### src/rtl/oserdes_gen_pkg.sv
// oserdes_gen shared types and helpers.
// FSM state, counter sizing, width check.
package oserdes_gen_pkg;

  typedef enum logic {
    S_IDLE,
    S_RUN
  } state_t;

  function automatic int cnt_w(input int w);
    return (w < 2) ? 1 : $clog2(w);
  endfunction

  function automatic bit dw_legal(input int w);
    return (w == 2) || (w == 4) ||
           (w == 8) || (w == 16);
  endfunction

endpackage

### src/rtl/oserdes_gen_lane.sv
// One serial lane: word shifter, T hold,
// bit-order select and registered pins.
module oserdes_gen_lane
  import oserdes_gen_pkg::*;
#(
  parameter int   DW     = 8,
  parameter logic INIT   = 1'b0,
  parameter logic T_IDLE = 1'b1,
  parameter bit   MSBF   = 1'b0,
  parameter bit   BYPASS = 1'b0
) (
  input  logic          CLK,
  input  logic          RST,
  input  logic          load,
  input  logic          shift,
  input  logic          run,
  input  logic [DW-1:0] din,
  input  logic          tin,
  output logic          oq,
  output logic          tq
);

  logic [DW-1:0] sh;
  logic          tr;
  logic          head;

  assign head = MSBF ? sh[DW-1] : sh[0];

  // Shift the held word and register pins.
  always_ff @(posedge CLK or posedge RST) begin
    if (RST) begin
      sh <= '0;
      tr <= T_IDLE;
      oq <= INIT;
      tq <= T_IDLE;
    end else if (BYPASS) begin
      oq <= din[0];
      tq <= tin;
    end else begin
      if (load) begin
        sh <= din;
        tr <= tin;
      end else if (shift) begin
        sh <= MSBF ? {sh[DW-2:0], 1'b0}
                   : {1'b0, sh[DW-1:1]};
      end
      oq <= run ? head : INIT;
      tq <= run ? tr : T_IDLE;
    end
  end

endmodule

### src/rtl/oserdes_gen.sv
// Multi-lane output serializer with a
// one-word holding buffer and handshake.
module oserdes_gen
  import oserdes_gen_pkg::*;
#(
  parameter int    DATA_WIDTH = 8,
  parameter int    LANES      = 1,
  parameter logic  INIT       = 1'b0,
  parameter logic  T_IDLE     = 1'b1,
  parameter string MSB_FIRST  = "FALSE",
  parameter string D_BYPASS   = "FALSE"
) (
  input  logic                        CLK,
  input  logic                        RST,
  input  logic [LANES*DATA_WIDTH-1:0] D,
  input  logic [LANES-1:0]            T,
  input  logic                        D_VALID,
  output logic                        D_READY,
  output logic [LANES-1:0]            OQ,
  output logic [LANES-1:0]            T_OUT,
  output logic                        UNDERRUN
);

  localparam int DW   = DATA_WIDTH;
  localparam int CW   = cnt_w(DW);
  localparam bit MSBF = (MSB_FIRST == "TRUE");
  localparam bit BYP  = (D_BYPASS == "TRUE");

  if (!dw_legal(DW)) begin : g_bad_dw
    $error("oserdes_gen: bad DATA_WIDTH");
  end
  if (LANES < 1 || LANES > 16) begin : g_bad_ln
    $error("oserdes_gen: bad LANES");
  end

  state_t                state;
  logic [CW-1:0]         cnt;
  logic                  buf_full;
  logic                  full_nxt;
  logic                  rdy_q;
  logic                  ur_pend;
  logic                  ur_q;
  logic [LANES*DW-1:0]   buf_d;
  logic [LANES-1:0]      buf_t;
  logic                  last;
  logic                  accept;
  logic                  load;
  logic                  running;

  assign last    = (cnt == CW'(DW - 1));
  assign running = (state == S_RUN);
  assign accept  = D_VALID & rdy_q & ~BYP;
  assign load    = buf_full & (~running | last);

  // Buffer occupancy; a load always wins.
  always_comb begin
    full_nxt = buf_full;
    if (load) full_nxt = 1'b0;
    else if (accept) full_nxt = 1'b1;
  end

  // Control FSM, bit counter and buffer.
  always_ff @(posedge CLK or posedge RST) begin
    if (RST) begin
      state    <= S_IDLE;
      cnt      <= '0;
      buf_full <= 1'b0;
      rdy_q    <= 1'b0;
      ur_pend  <= 1'b0;
      ur_q     <= 1'b0;
      buf_d    <= '0;
      buf_t    <= '0;
    end else begin
      if (accept) begin
        buf_d <= D;
        buf_t <= T;
      end
      buf_full <= full_nxt;
      rdy_q    <= ~full_nxt;
      ur_q     <= ur_pend;
      ur_pend  <= 1'b0;
      unique case (state)
        S_IDLE: begin
          cnt <= '0;
          if (buf_full) state <= S_RUN;
        end
        S_RUN: begin
          cnt <= cnt + 1'b1;
          if (last && !buf_full) begin
            state   <= S_IDLE;
            ur_pend <= 1'b1;
          end
        end
        default: state <= S_IDLE;
      endcase
    end
  end

  assign D_READY  = BYP ? 1'b1 : rdy_q;
  assign UNDERRUN = BYP ? 1'b0 : ur_q;

  for (genvar n = 0; n < LANES; n++) begin : g_lane
    oserdes_gen_lane #(
      .DW     (DW),
      .INIT   (INIT),
      .T_IDLE (T_IDLE),
      .MSBF   (MSBF),
      .BYPASS (BYP)
    ) u_lane (
      .CLK   (CLK),
      .RST   (RST),
      .load  (load),
      .shift (running),
      .run   (running),
      .din   (BYP ? D[n*DW +: DW]
                  : buf_d[n*DW +: DW]),
      .tin   (BYP ? T[n] : buf_t[n]),
      .oq    (OQ[n]),
      .tq    (T_OUT[n])
    );
  end

endmodule

### config.mk
export PLATFORM = sky130hd
export DESIGN_NAME = oserdes_gen
export DESIGN_NICKNAME = d
export VERILOG_FILES = /design/src/rtl/oserdes_gen_pkg.sv /design/src/rtl/oserdes_gen_lane.sv /design/src/rtl/oserdes_gen.sv
export SDC_FILE = /design/constraint.sdc
export NUM_CORES = 1
export LEC_CHECK = 0
export BUFFER_PORTS_ARGS = -buffer_cell sky130_fd_sc_hd__buf_2
export CAP_MARGIN = 0
export CORE_ASPECT_RATIO = 1.25
export CORE_MARGIN = 5
export CORE_UTILIZATION = 49
export DETAILED_ROUTE_END_ITERATION = 16
export PLACE_DENSITY = 0.83
export SETUP_SLACK_MARGIN = 0.1
export SLEW_MARGIN = 20
export SYNTH_ARGS = -nofsm -noshare
export SYNTH_HDL_FRONTEND = slang
export SYNTH_SLANG_ARGS = --single-unit
### constraint.sdc
create_clock -name CLK -period 1.6 [get_ports CLK]
set_clock_uncertainty 0.2 [all_clocks]
set_input_delay 0.08 -clock CLK [delete_from_list [all_inputs] [get_ports CLK]]
set_output_delay 0.08 -clock CLK [all_outputs]
set_load 0.1 [all_outputs]
==> results.sh <==
export IMPL_status="finished, final reports clean"
export IMPL_reg2reg_depth=5
export IMPL_regToRegSetupSlack_ps=60
export IMPL_setup_viol=0
export IMPL_critPathRequiredTime_ps=1670
export IMPL_cts_tree="done"
export IMPL_syn_num_nets=103
export IMPL_finalWirelength_mm=1.94
export IMPL_die_w_um=53.6
export IMPL_grt_pass1_wl_mm=3.48
export IMPL_gp_congestion=0.744
export IMPL_dieArea_mm2=0.00346
export IMPL_hold_end="buf_d[3]$_DFFE_PP0P_"
export IMPL_cts_made_buffers=3
export IMPL_ys_seq_elements=28
export IMPL_rr_endpoint="g_lane[0].u_lane.tr$_DFFE_PP1P_"
export IMPL_die_y_um=64.5
export IMPL_async_flop_share_pct=100
export IMPL_drt_initial_drc_count=18
export IMPL_cts_htree_levels=1
export IMPL_ioPinCount=16
export IMPL_yosys_top_cells_count="dfrtp_1, mux2_2, nor2_1"
export IMPL_drt_met1_wl_um=840
export IMPL_slew_headroom_pct=67.8
export IMPL_ys_seq_area_share_pct=60.3
export IMPL_grt_pass1_vias=826
export IMPL_tightest_slew_ps=486
export IMPL_path_max_fanout=4
export IMPL_seq_area_um2=708
export IMPL_drc_errors=0
export IMPL_dp_hpwl_mm=1.30
export IMPL_netlist_top_cell_by_area="dfrtp_1"
export IMPL_min_period_ps=1540
export IMPL_fillers=165
export IMPL_wl_met3_um=66
export IMPL_synth_area_per_cell_um2=13.1
export IMPL_ant_nets=0
export IMPL_synth_edf_count=0
export IMPL_hold_depth=3
export IMPL_fmax_mhz=647
export IMPL_hp_class="input port to register"
export IMPL_p_leak_nw=0.670
export IMPL_synth_warnings=0
export IMPL_multiInputGateArea_um2=473
export IMPL_period_share_pct=96.5
export IMPL_grt_max_degree=29
export IMPL_worstPathArrival_ps=1610
export IMPL_portBuffers=15
export IMPL_initial_core_util_pct=52.2
export IMPL_highest_signal_layer="met4"
export IMPL_dr_wl_met2_um=979
export IMPL_ir_worst_vdd_mv=1.37
export IMPL_hold_violations=0
export IMPL_crit_path_start="cnt[0]$_DFF_PP0_"
export IMPL_route_vias_total=779
export IMPL_pwr_density_cell_mw_per_mm2=2010
export IMPL_grt_total_usage_pct=13.8
export IMPL_worstHoldStart="D_VALID"
export IMPL_antenna_cells=0
export IMPL_antenna_found_initial=0
export IMPL_syn_instance_count=89
export IMPL_synth_most_common_cell="dfrtp_1"
export IMPL_setup_tns_ps=0
export IMPL_yosysTopAreaCellShare_pct=55.8
export IMPL_end_kind="register"
export IMPL_maxSlewViolCount=0
export IMPL_grt_overflow_total=0
export IMPL_vias_per_cell=5.16
export IMPL_wire_per_inst_um=12.8
export IMPL_drive_gt1_share_pct=40.8
export IMPL_drtPass1Iterations=4
export IMPL_clkSinkCount=28
export IMPL_core_area_mm2=0.00223
export IMPL_syn2layout_area_growth_pct=26.2
export IMPL_clockBufferDepth=2
export IMPL_clk_pin_slew_worst_paths_ps=140
export IMPL_synth_area_top_cells="dfrtp_1, mux2_2, a211oi_1"
export IMPL_synth_area_mm2=0.00117
export IMPL_maxCapViolations=0
export IMPL_clk_latency_ps=330
export IMPL_start_kind="register"
export IMPL_r2r_start="cnt[0]$_DFF_PP0_"
export IMPL_layout_nets=135
export IMPL_rsz0062_at_grt="yes"
export IMPL_fin_util_pct=65.8
export IMPL_synthFlopType="dfrtp_1"
export IMPL_ys_types=22
export IMPL_root_buffer="clkbuf_4"
export IMPL_core_rowCount=19
export IMPL_finalPower_mw=2.96
export IMPL_path_class="register to register"
## placed cells by master, fill, tap and decap left out, types with 2 or more instances in the layout
cell,count
o22ai_1,3
mux2_2,9
clkbuf_4,4
o22ai_2,4
dfrtp_1,24
buf_2,13
dfstp_2,2
nand2_1,2
nand2_2,2
mux2_4,2
a211oi_1,7
dlygate4sd3_1,10
nor2_1,9
and2b_1,3
nor2b_1,5
and2_1,3
buf_4,6
## worst max-delay path by stage
| stage | endpoint | depth (start not counted) | slack [ps] |
|---|---|---|---|
| global placement | g_lane[0].u_lane.tr$_DFFE_PP1P_ | 5 | 80 |
| CTS | g_lane[0].u_lane.tr$_DFFE_PP1P_ | 5 | 50 |
| global route | g_lane[0].u_lane.tr$_DFFE_PP1P_ | 5 | 1 |
| detailed placement | g_lane[0].u_lane.tr$_DFFE_PP1P_ | 5 | 50 |
| finish | g_lane[0].u_lane.tr$_DFFE_PP1P_ | 5 | 60 |
| floorplan | g_lane[0].u_lane.tr$_DFFE_PP1P_ | 5 | 100 |
## critical path, cell delays in order, from the launching register on
cell,delay (ps)
dfrtp_1,410
ha_2,200
ha_4,170
nand2b_4,150
nand2_2,70
mux2_4,290
## cells by family (layout without fill, tap and decap cells)
kind of cell / after synthesis / count (layout) / synth area share, %
buffers and inverters: 5 / 36 / 3.00
multiplexers: 11 / 11 / 11.3
adder cells (fa/ha/maj): 2 / 2 / 2.15
flip-flops: 28 / 28 / 60.3
AND/OR/NAND/NOR: 27 / 27 / 12.8
AO/OA/AOI/OAI: 16 / 16 / 10.5
## report_power, final
part / switching [mW] / internal (mW)
sequential: 0.268 / 1.07
combinational: 0.721 / 0.603
clock: 0.198 / 0.0979
total: 1.19 / 1.77
## per-stage QoR
step,instances,area [um2],setup slack (ps),hold WS (ps)
6_report,151,1470,55.3,74.9
5_1_grt,151,1470,1.40,86.6
2_1_floorplan,89,1180,101,-56.0
3_3_place_gp,136,1300,81.0,-48.7
3_5_place_dp,136,1300,48.8,-43.9
4_1_cts,150,1440,53.6,106
## per-layer routing
metal,vias up,GRT usage (%)
li1,373,-
met1,387,17.0
met2,13,21.6
met3,6,2.06
met4,0,9.58
met5,-,0
## timing repair
action	in CTS	in global routing
endpoints found under the hold margin	37	0
pin swaps	1	5
setup endpoints to repair	12	12
buffers inserted	0	1
hold buffers	10	0
gates resized for setup	3	5
## area by class of cell
cell class | instances | area share [%]
Clock buffer | 4 | 1.79
Inverter | 2 | 0.510
Multi-Input combinational cell | 56 | 32.1
Sequential cell | 28 | 48.1
Tap cell | 31 | 2.64
Timing Repair Buffer | 30 | 14.8
## flip-flops by register name, summed over array words and instances (netlist names)
signal            cells
buf_t                 1
g_lane.u_lane.oq      1
g_lane.u_lane.tq      1
cnt                   3
g_lane.u_lane.tr      1
D_READY               1
running               1
ur_pend               1
UNDERRUN              1
g_lane.u_lane.sh      8
buf_d                 8
buf_full              1
No activity file was read; power rests on OpenSTA's default activity.
